$ cat src/rtl/uart_ctrl_if.sv
// CPU bus interface of the UART peripheral: chip select, strobes, address,
// write data, combinational read data and the interrupt request.
interface uart_ctrl_if;
  logic        CS_N;
  logic        RD_N;
  logic        WR_N;
  logic [11:0] Addr;
  logic [31:0] DataIn;
  logic [31:0] DataOut;
  logic        Intr;

  modport master (
    output CS_N, RD_N, WR_N, Addr, DataIn,
    input  DataOut, Intr
  );

  modport slave (
    input  CS_N, RD_N, WR_N, Addr, DataIn,
    output DataOut, Intr
  );
endinterface

$ cat src/rtl/uart_ctrl.sv
// Memory-mapped 8N1 UART peripheral.
// TX path: TX_DEPTH-entry byte FIFO feeding a serial shift FSM.
// RX path: 2-flop synchronizer, mid-bit sampling FSM, single holding register.
// Register map (Addr[3:2]): 0 TXDATA, 1 RXDATA, 2 STATUS (W1C [6:3]), 3 CTRL.
// Optional feature: define UART_LOOPBACK_EN to add CTRL[2] LOOP, which routes
// the internal TX serial stream into the RX synchronizer and parks UART_TXD high.
module uart_ctrl #(
  parameter int CLOCK_FREQ = 50_000_000,
  parameter int BAUD_RATE  = 115_200,
  parameter int TX_DEPTH   = 8
) (
  input  logic       clk,
  input  logic       reset,
  uart_ctrl_if.slave bus,
  output logic       UART_TXD,
  input  logic       UART_RXD
);

  localparam int DIV = CLOCK_FREQ / BAUD_RATE;
  localparam int CW  = $clog2(DIV);
  localparam int AW  = $clog2(TX_DEPTH);
  localparam logic [CW-1:0] DIV_M1 = CW'(DIV - 1);
  localparam logic [CW-1:0] HALF   = CW'(DIV / 2);

  typedef enum logic [1:0] {TX_IDLE, TX_START, TX_DATA, TX_STOP} tx_state_t;
  typedef enum logic [2:0] {RX_IDLE, RX_START, RX_DATA, RX_STOP, RX_WAITHI} rx_state_t;

  // Bus decode
  logic       wr_en;
  logic [1:0] sel;
  logic       wr_tx;
  logic       wr_st;
  logic       wr_ctrl;

  assign wr_en   = ~bus.CS_N & ~bus.WR_N;
  assign sel     = bus.Addr[3:2];
  assign wr_tx   = wr_en & (sel == 2'd0);
  assign wr_st   = wr_en & (sel == 2'd2);
  assign wr_ctrl = wr_en & (sel == 2'd3);

  // Read strobe, upper data bits and undecoded address bits carry no meaning here
  logic unused_bits;
  assign unused_bits = ^{bus.RD_N, bus.Addr[11:4], bus.Addr[1:0], bus.DataIn[31:8]};

  // Control and status state
  logic tx_ie, rx_ie, loop_en;
  logic rx_valid, rx_ovr, rx_ferr, tx_drop;
  logic intr_q;

  // TX FIFO
  logic [7:0]    fifo_mem [TX_DEPTH];
  logic [AW-1:0] wptr, rptr;
  logic [AW:0]   count;
  logic          fifo_full, fifo_empty;
  logic          push, tx_pop, drop_set;

  assign fifo_full  = (count == (AW+1)'(TX_DEPTH));
  assign fifo_empty = (count == '0);
  // A pop on the same edge frees the slot, so a write to a full FIFO is kept
  assign push       = wr_tx & (~fifo_full | tx_pop);
  assign drop_set   = wr_tx & fifo_full & ~tx_pop;

  // FIFO storage: data only, no reset
  always_ff @(posedge clk) begin
    if (push) fifo_mem[wptr] <= bus.DataIn[7:0];
  end

  // FIFO pointers and occupancy
  always_ff @(posedge clk or posedge reset) begin
    if (reset) begin
      wptr  <= '0;
      rptr  <= '0;
      count <= '0;
    end else begin
      if (push)   wptr <= wptr + 1'b1;
      if (tx_pop) rptr <= rptr + 1'b1;
      case ({push, tx_pop})
        2'b10:   count <= count + 1'b1;
        2'b01:   count <= count - 1'b1;
        default: count <= count;
      endcase
    end
  end

  // TX FSM
  tx_state_t     tx_state, tx_next;
  logic [CW-1:0] tx_cnt;
  logic [2:0]    tx_idx;
  logic [7:0]    tx_shift;
  logic          tx_cnt_end;
  logic          tx_line, tx_busy;

  assign tx_cnt_end = (tx_cnt == DIV_M1);

  // TX state register
  always_ff @(posedge clk or posedge reset) begin
    if (reset) tx_state <= TX_IDLE;
    else       tx_state <= tx_next;
  end

  // TX next state; STOP reloads straight into START when more bytes wait
  always_comb begin
    tx_next = tx_state;
    tx_pop  = 1'b0;
    case (tx_state)
      TX_IDLE:  if (!fifo_empty) begin
                  tx_pop  = 1'b1;
                  tx_next = TX_START;
                end
      TX_START: if (tx_cnt_end) tx_next = TX_DATA;
      TX_DATA:  if (tx_cnt_end && tx_idx == 3'd7) tx_next = TX_STOP;
      TX_STOP:  if (tx_cnt_end) begin
                  if (!fifo_empty) begin
                    tx_pop  = 1'b1;
                    tx_next = TX_START;
                  end else begin
                    tx_next = TX_IDLE;
                  end
                end
      default:  tx_next = TX_IDLE;
    endcase
  end

  // TX outputs: serial level and busy flag
  always_comb begin
    tx_line = 1'b1;
    case (tx_state)
      TX_START: tx_line = 1'b0;
      TX_DATA:  tx_line = tx_shift[0];
      default:  tx_line = 1'b1;
    endcase
    tx_busy  = (tx_state != TX_IDLE);
    UART_TXD = tx_line | loop_en;
  end

  // TX bit timer and bit index
  always_ff @(posedge clk or posedge reset) begin
    if (reset) begin
      tx_cnt <= '0;
      tx_idx <= '0;
    end else begin
      if (tx_state == TX_IDLE || tx_cnt_end) tx_cnt <= '0;
      else                                   tx_cnt <= tx_cnt + 1'b1;
      if (tx_state != TX_DATA) tx_idx <= '0;
      else if (tx_cnt_end)     tx_idx <= tx_idx + 1'b1;
    end
  end

  // TX shift register: load on pop, shift LSB-first after each data bit
  always_ff @(posedge clk) begin
    if (tx_pop)                            tx_shift <= fifo_mem[rptr];
    else if (tx_state == TX_DATA && tx_cnt_end) tx_shift <= {1'b0, tx_shift[7:1]};
  end

  // RX input synchronizer; idles high so reset never looks like a start bit
  logic rx_in, rx_meta, rxs;
  assign rx_in = loop_en ? tx_line : UART_RXD;

  always_ff @(posedge clk or posedge reset) begin
    if (reset) begin
      rx_meta <= 1'b1;
      rxs     <= 1'b1;
    end else begin
      rx_meta <= rx_in;
      rxs     <= rx_meta;
    end
  end

  // RX FSM
  rx_state_t     rx_state, rx_next;
  logic [CW-1:0] rx_cnt;
  logic [2:0]    rx_idx;
  logic [7:0]    rx_shift;
  logic [7:0]    rx_byte;
  logic          rx_zero, rx_sample, rx_done, ferr_set;

  assign rx_zero = (rx_cnt == '0);

  // RX state register
  always_ff @(posedge clk or posedge reset) begin
    if (reset) rx_state <= RX_IDLE;
    else       rx_state <= rx_next;
  end

  // RX next state; a start bit that is high again at mid-bit is a glitch
  always_comb begin
    rx_next = rx_state;
    case (rx_state)
      RX_IDLE:   if (!rxs) rx_next = RX_START;
      RX_START:  if (rx_zero) rx_next = rxs ? RX_IDLE : RX_DATA;
      RX_DATA:   if (rx_zero && rx_idx == 3'd7) rx_next = RX_STOP;
      RX_STOP:   if (rx_zero) rx_next = rxs ? RX_IDLE : RX_WAITHI;
      RX_WAITHI: if (rxs) rx_next = RX_IDLE;
      default:   rx_next = RX_IDLE;
    endcase
  end

  // RX sampling strobes
  always_comb begin
    rx_sample = (rx_state == RX_DATA) && rx_zero;
    rx_done   = (rx_state == RX_STOP) && rx_zero && rxs;
    ferr_set  = (rx_state == RX_STOP) && rx_zero && !rxs;
  end

  // RX bit timer: half a bit to mid-start, then a full bit per sample
  always_ff @(posedge clk or posedge reset) begin
    if (reset) begin
      rx_cnt <= '0;
      rx_idx <= '0;
    end else begin
      if (rx_state == RX_IDLE || rx_state == RX_WAITHI) rx_cnt <= HALF;
      else if (rx_zero)                                 rx_cnt <= DIV_M1;
      else                                              rx_cnt <= rx_cnt - 1'b1;
      if (rx_state != RX_DATA) rx_idx <= '0;
      else if (rx_zero)        rx_idx <= rx_idx + 1'b1;
    end
  end

  // RX data path: LSB-first shift and holding register
  always_ff @(posedge clk) begin
    if (rx_sample) rx_shift <= {rxs, rx_shift[7:1]};
    if (rx_done)   rx_byte  <= rx_shift;
  end

  // Sticky status flags; a hardware set outranks a same-edge W1C
  always_ff @(posedge clk or posedge reset) begin
    if (reset) begin
      rx_valid <= 1'b0;
      rx_ovr   <= 1'b0;
      rx_ferr  <= 1'b0;
      tx_drop  <= 1'b0;
    end else begin
      rx_valid <= rx_done              | (rx_valid & ~(wr_st & bus.DataIn[3]));
      rx_ovr   <= (rx_done & rx_valid) | (rx_ovr   & ~(wr_st & bus.DataIn[4]));
      rx_ferr  <= ferr_set             | (rx_ferr  & ~(wr_st & bus.DataIn[5]));
      tx_drop  <= drop_set             | (tx_drop  & ~(wr_st & bus.DataIn[6]));
    end
  end

  // Control register
`ifdef UART_LOOPBACK_EN
  always_ff @(posedge clk or posedge reset) begin
    if (reset) begin
      tx_ie   <= 1'b0;
      rx_ie   <= 1'b0;
      loop_en <= 1'b0;
    end else if (wr_ctrl) begin
      tx_ie   <= bus.DataIn[0];
      rx_ie   <= bus.DataIn[1];
      loop_en <= bus.DataIn[2];
    end
  end
`else
  assign loop_en = 1'b0;

  always_ff @(posedge clk or posedge reset) begin
    if (reset) begin
      tx_ie <= 1'b0;
      rx_ie <= 1'b0;
    end else if (wr_ctrl) begin
      tx_ie <= bus.DataIn[0];
      rx_ie <= bus.DataIn[1];
    end
  end
`endif

  // Registered level interrupt
  always_ff @(posedge clk or posedge reset) begin
    if (reset) intr_q <= 1'b0;
    else       intr_q <= (rx_ie & rx_valid) | (tx_ie & fifo_empty & ~tx_busy);
  end

  assign bus.Intr = intr_q;

  // Combinational read mux
  always_comb begin
    bus.DataOut = '0;
    case (sel)
      2'd1:    bus.DataOut = {24'b0, rx_byte};
      2'd2:    bus.DataOut = {25'b0, tx_drop, rx_ferr, rx_ovr, rx_valid,
                              tx_busy, fifo_empty, fifo_full};
      2'd3:    bus.DataOut = {29'b0, loop_en, rx_ie, tx_ie};
      default: bus.DataOut = '0;
    endcase
  end

endmodule

$ cat src/flat_wrapper.sv
// flat-port wrapper written by rule: the top's interface ports become plain ports
module uart_ctrl_flat 
#(
  parameter int CLOCK_FREQ = 50_000_000,
  parameter int BAUD_RATE  = 115_200,
  parameter int TX_DEPTH   = 8
)
  (clk, reset, UART_TXD, UART_RXD, bus_CS_N, bus_RD_N, bus_WR_N, bus_Addr, bus_DataIn, bus_DataOut, bus_Intr);
  uart_ctrl_if bus_i ();
  input  logic clk;
  input  logic reset;
  output logic UART_TXD;
  input  logic UART_RXD;
  input wire logic [$bits(bus_i.CS_N)-1:0] bus_CS_N;
  input wire logic [$bits(bus_i.RD_N)-1:0] bus_RD_N;
  input wire logic [$bits(bus_i.WR_N)-1:0] bus_WR_N;
  input wire logic [$bits(bus_i.Addr)-1:0] bus_Addr;
  input wire logic [$bits(bus_i.DataIn)-1:0] bus_DataIn;
  output wire logic [$bits(bus_i.DataOut)-1:0] bus_DataOut;
  output wire logic [$bits(bus_i.Intr)-1:0] bus_Intr;
  assign bus_i.CS_N = bus_CS_N;
  assign bus_i.RD_N = bus_RD_N;
  assign bus_i.WR_N = bus_WR_N;
  assign bus_i.Addr = bus_Addr;
  assign bus_i.DataIn = bus_DataIn;
  assign bus_DataOut = bus_i.DataOut;
  assign bus_Intr = bus_i.Intr;
  uart_ctrl #(.CLOCK_FREQ(CLOCK_FREQ), .BAUD_RATE(BAUD_RATE), .TX_DEPTH(TX_DEPTH)) u_core (.clk(clk), .reset(reset), .bus(bus_i), .UART_TXD(UART_TXD), .UART_RXD(UART_RXD));
endmodule
$ cat config.mk
export PLATFORM = sky130hd
export DESIGN_NAME = uart_ctrl_flat
export DESIGN_NICKNAME = d
export VERILOG_FILES = /design/src/rtl/uart_ctrl_if.sv /design/src/rtl/uart_ctrl.sv /design/src/flat_wrapper.sv
export SDC_FILE = /design/constraint.sdc
export NUM_CORES = 1
export LEC_CHECK = 0
export ABC_AREA = 1
export BUFFER_PORTS_ARGS = -buffer_cell sky130_fd_sc_hd__buf_2
export CAP_MARGIN = 5
export CELL_PAD_IN_SITES_DETAIL_PLACEMENT = 0
export CELL_PAD_IN_SITES_GLOBAL_PLACEMENT = 1
export CORE_MARGIN = 3
export CORE_UTILIZATION = 25
export CTS_BUF_LIST = sky130_fd_sc_hd__clkbuf_4
export DETAILED_ROUTE_END_ITERATION = 6
export PLACE_DENSITY = 0.48
export SYNTH_ARGS = -nofsm -noshare
export SYNTH_HDL_FRONTEND = slang
export SYNTH_SLANG_ARGS = --single-unit
export TNS_END_PERCENT = 1
$ cat constraint.sdc
create_clock -name clk -period 2.7 [get_ports clk]
set_input_delay 0.405 -clock clk [delete_from_list [all_inputs] [get_ports clk]]
set_output_delay 0.405 -clock clk [all_outputs]
set_load 0.1 [all_outputs]
======== Yosys cells after proc, flatten, opt, wreduce, memory -nomap -nowiden ========
Memories as Yosys holds them, arrays and structs flattened.
Index checks and enable logic that the tools add are counted.
word-level totals
  bits in registers ....................... 72
  bits in writable memories ............... 64
  input bits .............................. 50
  output and inout port bits .............. 34
  word-level logic and storage cells ...... 144
  memories ................................ 1
cells by class
  add/subtract/negate cells ............... 8
  equal/unequal tests ..................... 27
  muxes and demuxes ....................... 31
  bitwise operators ....................... 34
  reduce and logical (&&, ||, !) cells .... 22
memory list
  name             words  bits a word  rd ports  clocked after Yosys merged registers in  write ports  RTL line         text
  u_core.fifo_mem  8      8            1         0                                        1            uart_ctrl.sv:51  logic [7:0] fifo_mem [TX_DEPTH];
operators with widths
  kind                                                    count
  two-way mux 3 bit                                       10
  two-way mux 9 bit                                       3
  one-hot mux 8 bit (3 select lines)                      1
  bitwise AND 1 bit                                       19
  two-way mux 8 bit                                       2
  one-hot mux 3 bit (5 select lines)                      1
  inequality test 2 x 1 -> 1 bit (second input constant)  7
  adder 3 x 1 -> 3 bit (second input constant)            4
  == test 2 bit (second input constant)                   5
  two-way mux 2 bit                                       5
  nonzero test 2 bit                                      5
  adder 9 x 1 -> 9 bit (second input constant)            1
  == test 3 bit (second input constant)                   3
  == test 9 bit (second input constant)                   1
  zero test 9 bit                                         1
  inverter 1 bit                                          9
  subtractor 9 x 1 -> 9 bit (second input constant)       1
  one-hot mux 2 bit (4 select lines)                      1
  one-hot mux 4 bit (2 select lines)                      1
  logical AND 1 bit                                       7
  == test 2 x 1 -> 1 bit (second input constant)          3
  == test 3 x 2 -> 1 bit (second input constant)          2
  inequality test 2 bit (second input constant)           3
  bitwise OR 1 bit                                        6
  14 further kinds                                        21

======== Longest topological paths before layout ========
Gate-level depths: netlist (run 1).
  word-level depth ........................ 8
  depth in mapped cells ................... 17
  mapped depth without buffers ............ 17

======== Worst setup path before layout (run 1) ========
Ideal clock, no wire load.
  kind .................................... input to output
  start point ............................. input bus_Addr[3]
  end point ............................... output bus_DataOut[2]
  arrival ................................. 3.047 ns
  required time ........................... 2.295 ns
  slack ................................... -0.752 ns
  stages on the path ...................... 4
  buffers on the path ..................... 0
  path through ............................ clkinv_1 > nor2_2 > inv_1 > o21ai_0
between the ends
  word-level cells in the longest chain between the ends .. 2
  elaborated cells on any way between the ends .. 4
ends and longest elaborated chain
  what                                                     RTL line            text
  start, declared                                          flat_wrapper.sv:17  input wire logic [$bits(bus_i.Addr)-1:0] bus_Addr;
  == test 2 bit or == test 2 x 1 -> 1 bit (tied branches)  uart_ctrl.sv:278    case (sel)
  one-hot mux 8 bit (3 select lines) (*)                   uart_ctrl.sv:278
  end, declared                                            flat_wrapper.sv:19  output wire logic [$bits(bus_i.DataOut)-1:0] bus_DataOut;
Every way passes the cells marked *; elsewhere a longest branch is shown, timed or not.

======== Worst setup path after layout (run 1) ========
  start point ............................. register u_core.tx_state[0]
  end point ............................... output UART_TXD
between the ends
  word-level cells in the longest chain between the ends .. 2
  elaborated cells on any way between the ends .. 3
ends and longest elaborated chain
  what                                                     RTL line            text
  start, declared                                          uart_ctrl.sv:86     tx_state_t tx_state, tx_next;
  start signal, assigned                                   uart_ctrl.sv:98     else tx_state <= tx_next;
  == test 2 bit or == test 2 x 1 -> 1 bit (tied branches)  uart_ctrl.sv:127    case (tx_state)
  one-hot mux 1 bit (2 select lines) (*)                   uart_ctrl.sv:127
  end, declared                                            flat_wrapper.sv:12  output logic UART_TXD;
Marks and branches as above.

==> flow_summary.ini, run 1 <==
[yosys]
yosysWarningCount = 0
synth_cells = 590
synth_ff_type = edfxtp_1
seq_area_frac_synth_pct = 62.0
synth_cell_types = 44
ys_ff_latch = 136
syn-mean-instance-area_sq_um = 10.5
synth_edf_count = 88
syn_area_sq_um = 6200
async_flop_share_pct = 35.3

[hold_path]
min_path_type = input port to flip-flop
worstHoldStart = bus_DataIn[2]

[worst_setup_path]
critPathKind = flip-flop to output port
cp.required_ns = 2.30
worst-path-buf-inv = 2
slowest_delay_ns = 0.45
path_cells = inv_1, ha_1, or2_2, nand2_1, buf_4
path_delay_family = flip-flops
cp-end-kind = output port
critPathMaxFanout = 6
critPathLaunchType = flip-flop
slowest_stage = dfrtp_1
cp.arrival_ns = 2.10
crit_start = u_core.tx_state[0]
r2r-start = u_core.tx_cnt[1]

[cells_and_area]
area_delta_synth_final_pct = 13.9
utilization_pct = 29.0
layout.cells.non_filler = 974
drive_gt1_share_pct = 17.7
fin_area_sq_um = 7060
fin_nets = 703

[sta]
fin_crit_sh_pct = 92.6
hold_viol = 0
fin_ws_ns = 0.198
fin_tns_setup_ns = 0
tightestPinTransition_ns = 0.595
setup_viol = 0
rsz0062_at_grt = false
final.setup_skew_ns = 0.0263
holdWs_ns = 0.115
slew_violations = 0
max_freq_mhz = 400
slew_headroom_pct = 60.3
finalCriticalPeriod_ns = 2.50

[drt]
vias_per_cell = 4.22
drt_iter0_drc = 266
drt.antenna.violating_nets = 0
drc_errors = 0
wirelength_mm = 13.6
vias = 4115
post_drt_wl_per_cell_microns = 14.0
firstDrtPassIters = 4

[cts]
tritoncts = done
cts_sinks = 136
clock_latency_ns = 0.57
cts_buffer_depth = 2
cts_root_buf = clkbuf_4
clk_pin_slew_ns = 0.15
numCtsBuffers = 17
htreeDepth = 4

[placement]
dpl.cell_count = 939
dp_hpwl_mm = 9.19
gp_congestion = 0.738
placedInstanceArea_sq_um = 6740
io_buffers = 24
place_ws_ns = 0.214

[flow_run]
cap_violations = 0

[outcome]
status = complete, no violations

[pwr]
leakage_nw = 2.88
irDropWorstVdd_mv = 0.261
power_density_nw_per_um2 = 629
finalPower_mw = 4.45

[global_route]
grt-ovfl-total = 0
grt.total_usage_pct = 10.8
grt_max_degree = 49
grt_antenna_before_repair = 1
grt_pass1_wl_mm = 22.0
grt_pass1_vias = 4132

[floorplan]
die_w_microns = 164
fp.coreArea_sq_um = 24300
die_h_microns = 164
ios = 84
start_util_pct = 25.5
rows = 57
dieArea_sq_um = 26700
## placed cells by master (no fill, tap or decap), types with 3 or more instances in the layout
master	netlist	final
nand2_1	118	118
edfxtp_1	88	88
nor2_1	60	60
o21ai_0	46	46
dfrtp_1	46	46
inv_1	38	37
nand3_1	33	33
conb_1	1	24
buf_2	6	19
clkbuf_4	0	18
o22ai_1	17	17
ha_1	17	16
buf_4	24	15
nor2_2	12	12
inv_2	9	10
a21oi_1	9	9
o21ai_1	7	7
nor3_1	7	7
nand2_2	6	6
xor2_1	7	6
inv_6	0	5
clkinvlp_4	0	4
inv_8	0	4
buf_12	0	4
or2_2	3	3
nor3b_1	3	3
## flip-flops by register name (all words and copies together) (netlist names)
name / flops
u_core.fifo_mem: 64
u_core.rx_cnt: 9
u_core.tx_cnt: 9
u_core.rx_byte: 8
u_core.rx_shift: 8
u_core.tx_shift: 8
u_core.count: 4
u_core.rptr: 3
u_core.rx_idx: 3
u_core.rx_state: 3
u_core.tx_idx: 3
u_core.wptr: 3
u_core.tx_state: 2
u_core.bus.Intr: 1
u_core.rx_ferr: 1
u_core.rx_ie: 1
u_core.rx_meta: 1
u_core.rx_ovr: 1
u_core.rx_valid: 1
u_core.rxs: 1
u_core.tx_drop: 1
u_core.tx_ie: 1
## final cells by class
| cell class | instances | area [sq um] |
|---|---|---|
| Antenna cell | 1 | 2.50 |
| Clock buffer | 17 | 128 |
| Clock inverter | 15 | 158 |
| Fill cell | 2522 | 17300 |
| Inverter | 49 | 184 |
| Multi-Input combinational cell | 390 | 2010 |
| Sequential cell | 136 | 3850 |
| Tap cell | 324 | 405 |
| Timing Repair Buffer | 42 | 327 |
## what timing repair did
item                       4_1_cts  5_1_grt
resized for setup                0        6
hold endpoints to repair        47        0
setup endpoints to repair        0        3
hold buffers                     2        0
buffers inserted                 0        0
## synth_stat cells, types with 2 or more instances
cell | count | share of area [%]
inv_2 | 9 | 0.54
nand2_4 | 2 | 0.36
nand2_1 | 118 | 7.1
xnor2_1 | 2 | 0.28
ha_1 | 17 | 3.4
clkbuf_1 | 4 | 0.24
inv_1 | 38 | 2.3
o22ai_1 | 17 | 1.7
nor2_2 | 12 | 1.2
o21ai_0 | 46 | 3.7
nor3_1 | 7 | 0.56
a21oi_1 | 9 | 0.73
o21ai_1 | 7 | 0.56
buf_2 | 6 | 0.48
edfxtp_1 | 88 | 43
nor2_1 | 60 | 3.6
nand3_1 | 33 | 2.7
nand2_2 | 6 | 0.61
nor3b_1 | 3 | 0.36
dfstp_2 | 2 | 0.85
dfrtp_1 | 46 | 19
buf_4 | 24 | 2.9
clkinv_1 | 2 | 0.12
xor2_1 | 7 | 0.99
or2_2 | 3 | 0.30
nand4_1 | 2 | 0.20
buf_6 | 2 | 0.36
and3_1 | 2 | 0.20
## cells by family (layout without fill, tap and decap cells)
family	count (synthesis)	after routing	share of synthesized area [%]
other cells	1	25	0.0605
buf+inv	87	123	7.10
mux	1	1	0.161
fa+ha+maj	17	17	3.43
simple gates	254	254	18.5
xor+xnor	9	9	1.27
flops	136	136	62.0
compound gates	85	85	7.48
## final timing paths
path | end | slack, ns | depth (start not counted)
setup / recovery | UART_TXD | 0.20 | 5
hold / removal | u_core.fifo_mem[1][2] | 0.11 | 1
setup reg to reg | u_core.count[2] | 0.29 | 17
hold reg to reg | u_core.rxs | 0.37 | 0
max in group asynchronous | u_core.rxs | 1.98 | 4
min in group asynchronous | u_core.tx_cnt[1] | 0.43 | 4
## layer usage
| layer | global-route usage (%) | vias to the layer above | part of all wire [%] |
|---|---|---|---|
| met2 | 18.1 | 75 | 48 |
| met1 | 13.6 | 1989 | 47 |
| met5 | 0 | - | 0 |
| li1 | - | 2040 | - |
| met4 | 3.38 | 0 | 1.1 |
| met3 | 2.84 | 11 | 3.2 |
## where the power goes
part / switching, mW / internal (mW)
clock network: 0.879 / 0.495
logic: 0.493 / 0.161
registers: 0.115 / 2.30
total: 1.49 / 2.96
Power figures use the tool's default switching activity.
==> run 2: changes to the inputs <==
clock period = 2.8 ns   (was 2.7 ns; I/O delays follow)
==> run 2 against run 1 <==
  * Utilization decreased by 0.093 points
  * Critical path type is now flip-flop to flip-flop
  * Final cell count fell by 0.41%
  * Flip-flop and latch count did not move
  * Largest cell class unchanged
  * Wire length increased by 0.97%
  * Cell area shrank 0.32%
  * Largest power group unchanged
==> flow_summary.ini, run 2 (same netlist as run 1, synthesis figures left out) <==
[cells_and_area]
reg.largest.list = u_core.fifo_mem (64), u_core.rx_cnt (9), u_core.tx_cnt (9)
mostFrequentLayoutCells = nand2_1 (118), edfxtp_1 (88), nor2_1 (60), o21ai_0 (46), dfrtp_1 (46)
drive_gt1_share_pct = 16.9
final_common_cell = nand2_1
utilization_pct = 28.9
largest_register = u_core.fifo_mem
fin_nets = 699
area_delta_synth_final_pct = 13.5
largest_register_ffs = 64

[sta]
fin_crit_sh_pct = 92.2
fin_ws_ns = 0.218
finalCriticalPeriod_ns = 2.58
slew_violations = 0
hold_viol = 0
holdWs_ns = 0.140
rsz0062_at_grt = true
max_freq_mhz = 387
setup_viol = 0
final.setup_skew_ns = 0.0205
slew_headroom_pct = 60.0
tightestPinTransition_ns = 0.599

[global_route]
grt-ovfl-total = 0
grt.total_usage_pct = 10.8
grt_max_degree = 34
grt_antenna_before_repair = 1
grt_pass1_vias = 4169
grt_pass1_wl_mm = 22.1

[floorplan]
die_w_microns = 164
dieArea_sq_um = 26700
start_util_pct = 25.5
rows = 57
die_h_microns = 164
ios = 84
fp.coreArea_sq_um = 24300

[drt]
drt_iter0_drc = 238
drt.antenna.violating_nets = 0
vias_per_cell = 4.26
post_drt_wl_per_cell_microns = 14.2
vias = 4135
drc_errors = 0
firstDrtPassIters = 4
wirelength_mm = 13.8

[placement]
io_buffers = 24
dp_hpwl_mm = 9.50
gp_congestion = 0.740
place_ws_ns = 0.231

[cts]
cts_buffer_depth = 2
cts_root_buf = clkbuf_4
htreeDepth = 4
numCtsBuffers = 17
clk_pin_slew_ns = 0.16
post_cts_buffers = 0
clock_latency_ns = 0.55
tritoncts = done
cts_sinks = 136

[worst_setup_path]
critPathLaunchType = flip-flop
cp.arrival_ns = 3.02
cp-end-kind = flip-flop
critPathKind = flip-flop to flip-flop
cp.required_ns = 3.23
critPathMaxFanout = 12

[hold_path]
min_path_type = input port to flip-flop

[flow_run]
cap_violations = 0

[pwr]
leakage_nw = 2.88
irDropWorstVdd_mv = 0.322
finalPower_mw = 4.41
power_density_nw_per_um2 = 627

[outcome]
status = complete, no violations
run 2: cell types whose count changed in the layout (fill, tap and decap cells not counted), moves of 2 or more:
cell | previous run | this run
clkinv_8 | 0 | 3
buf_4 | 15 | 12
buf_12 | 4 | 2
clkinvlp_4 | 4 | 0
run 2: cell type report:
cell class                      instances  area, sq um
Antenna cell                            1         2.50
Clock buffer                           17          128
Clock inverter                         15          206
Fill cell                            2507        17300
Inverter                               49          184
Multi-Input combinational cell        390         2000
Sequential cell                       136         3850
Tap cell                              324          405
Timing Repair Buffer                   38          265
run 2: where the power goes:
part | internal, mW | switching (mW)
combinational | 0.145 | 0.473
clock | 0.589 | 0.878
sequential | 2.22 | 0.108
total | 2.96 | 1.46
run 2: metrics by stage:
stage           TNS, ns  cells  instance area [sq um]
2_1_floorplan     -1.51    613                   6290
6_report              0    970                   7040
4_1_cts               0    969                   7030
3_3_place_gp          0    935                   6680
5_1_grt        -0.00982    970                   7040
3_5_place_dp          0    935                   6680
run 2: repair_timing:
item | 4_1_cts | 5_1_grt
resized for setup | 0 | 2
hold endpoints to repair | 16 | 0
hold buffers | 2 | 0
endpoints found under the setup margin | 0 | 3
run 2: path summary, 6_finish.rpt:
check | startpoint | slack [ns] | depth (start not counted) | endpoint
max | u_core.tx_cnt[1] | 0.22 | 17 | u_core.count[2]
min | bus_DataIn[2] | 0.14 | 1 | u_core.fifo_mem[7][2]
max reg2reg | u_core.tx_cnt[1] | 0.22 | 17 | u_core.count[2]
min reg2reg | u_core.rx_meta | 0.37 | 0 | u_core.rxs
max in group asynchronous | reset | 1.60 | 4 | u_core.rx_meta
min in group asynchronous | reset | 0.37 | 3 | u_core.rptr[2]
run 2: worst max-delay path, cell delays in order, from the launching register on:
cell and delay [ns]:
dfrtp_1 0.42, inv_1 0.06, ha_1 0.14, nand2_1 0.06
inv_2 0.04, nand2_1 0.09, nor2_4 0.13, nand2_1 0.08
nand2_2 0.07, nand2_4 0.12, nand2_4 0.16, nand2_8 0.05
ha_1 0.23, xor2_1 0.20, ha_1 0.21, a21oi_1 0.15
xor2_1 0.15, o21ai_0 0.09
run 2: per-layer routing:
metal | vias up | part of all wire (%) | track usage (%)
met2 | 66 | 48 | 18.2
met4 | 0 | 2.0 | 3.92
met1 | 2016 | 47 | 13.4
li1 | 2033 | - | -
met3 | 20 | 3.0 | 2.69
met5 | - | 0 | 0
==> run 3: changes to the inputs <==
SETUP_SLACK_MARGIN = 0.3   (was unset)
TNS_END_PERCENT = 30   (was 1)
==> run 3 against run 2 <==
  * Final cell count rose by 1.2%
  * Utilization rose by 0.61 points
  * Register-to-register slack improved by 0.14 ns
  * Clock power barely moved
  * Count of clock-buffer cells in the layout did not move
  * Setup slack improved by 0.13 ns
  * Critical path type is now flip-flop to output port
  * Largest cell class unchanged
  * Highest routed layer unchanged
==> flow_summary.ini, run 3 (same netlist as run 1, synthesis figures left out) <==
[cells_and_area]
final_common_cell = nand2_1
mostFrequentLayoutCells = nand2_1 (117), edfxtp_1 (88), nor2_1 (60), dfrtp_1 (45), o21ai_0 (44)
fin_nets = 711
largest_register_ffs = 64
reg.largest.list = u_core.fifo_mem (64), u_core.rx_cnt (9), u_core.tx_cnt (9)
largest_register = u_core.fifo_mem
drive_gt1_share_pct = 19.6
utilization_pct = 29.6
area_delta_synth_final_pct = 15.9

[placement]
gp_congestion = 0.760
io_buffers = 24
dp_hpwl_mm = 9.45

[hold_path]
min_path_type = input port to flip-flop

[flow_run]
cap_violations = 0

[global_route]
grt_pass1_vias = 4077
grt_max_degree = 34
grt-ovfl-total = 0
grt_antenna_before_repair = 1
grt_pass1_wl_mm = 22.1
grt.total_usage_pct = 10.8

[drt]
drt_iter0_drc = 177
post_drt_wl_per_cell_microns = 13.9
firstDrtPassIters = 5
wirelength_mm = 13.7
vias_per_cell = 4.17
vias = 4098
drt.antenna.violating_nets = 0
drc_errors = 0

[worst_setup_path]
critPathKind = flip-flop to output port
cp.required_ns = 2.38
cp-end-kind = output port
critPathMaxFanout = 6
cp.arrival_ns = 2.03
critPathLaunchType = flip-flop

[sta]
rsz0062_at_grt = true
setup_viol = 0
slew_headroom_pct = 62.3
tightestPinTransition_ns = 0.565
slew_violations = 0
max_freq_mhz = 408
fin_crit_sh_pct = 87.6
finalCriticalPeriod_ns = 2.45
hold_viol = 0
final.setup_skew_ns = 0.0262
fin_tns_setup_ns = 0

[cts]
cts_sinks = 136
htreeDepth = 4
tritoncts = done
numCtsBuffers = 17
clock_latency_ns = 0.54
cts_root_buf = clkbuf_4
clk_pin_slew_ns = 0.15
cts_buffer_depth = 2

[floorplan]
die_h_microns = 164
die_w_microns = 164
start_util_pct = 25.5
ios = 84
dieArea_sq_um = 26700
fp.coreArea_sq_um = 24300
rows = 57

[pwr]
leakage_nw = 2.93
power_density_nw_per_um2 = 624
irDropWorstVdd_mv = 0.246

[outcome]
status = complete, no violations
## run 3: changes by cell type in the layout (fill, tap and decap cells not counted), moves of 2 or more
cell      change
buf_4        +13
nand2_8       +2
xor2_1        -2
o21ai_0       -2
o21ai_1       +2
clkbuf_4      -2
ha_1          -2
xor2_2        +2
clkinv_8      -2
nand2_4       -2
## run 3: critical path: stages (launching register included)
cell	delay [ns]
dfrtp_1	0.51
nor2_2	0.22
nand2_1	0.12
o221ai_2	0.19
buf_2	0.47
## run 3: where the power goes
group	internal, mW	switching [mW]	leakage [nW]
sequential	2.22	0.124	1.39
clock	0.658	0.829	0.176
combinational	0.171	0.479	1.36
total	3.05	1.43	2.93
## run 3: stage by stage
stage                     instance area (sq um)  cells  hold slack, ns  power (mW)  setup slack (ns)
after floorplan                            6300    613           0.345        2.88            0.0455
after global placement                     6700    941           0.348        2.98             0.299
after detailed placement                   6700    941           0.347        2.99             0.251
after CTS                                  7090    976          0.0722        4.52             0.242
after global routing                       7190    982          0.0697        4.71             0.174
final                                      7190    982           0.131        4.48             0.346
## run 3: path summary, 6_finish.rpt
check | start | end | slack (ns) | cells after the start
max | u_core.count[1] | bus_DataOut[1] | 0.35 | 4
min | bus_DataIn[7] | u_core.fifo_mem[3][7] | 0.13 | 1
max reg2reg | u_core.tx_cnt[1] | u_core.count[2] | 0.36 | 17
min reg2reg | u_core.rx_meta | u_core.rxs | 0.37 | 0
max in group asynchronous | reset | u_core.rx_meta | 1.59 | 4
min in group asynchronous | reset | u_core.rx_cnt[7] | 0.40 | 3
## run 3: cell type report
cell class / instances / area [sq um]
fill: 2535 / 17100
sequential: 136 / 3850
multi-input combinational: 390 / 2070
tap: 324 / 405
timing repair buffer: 50 / 344
clock inverter: 15 / 205
inverter: 49 / 184
clock buffer: 17 / 128
antenna: 1 / 2.50
## run 3: per-layer routing
layer	vias to the layer above	wire length, microns	part of all wire [%]	global-route usage, %
met2	74	6780	50	17.7
li1	2052	-	-	-
met1	1968	6380	47	13.9
met4	0	88	0.64	3.27
met5	-	0	0	0
met3	4	421	3.1	2.74
## run 3: repair_timing
action,CTS,global route
buffers inserted,1,5
resized for setup,7,11
pin swaps,1,3
hold endpoints to repair,18,0
gates cloned,0,0
hold buffers,2,0
endpoints found under the setup margin,6,15
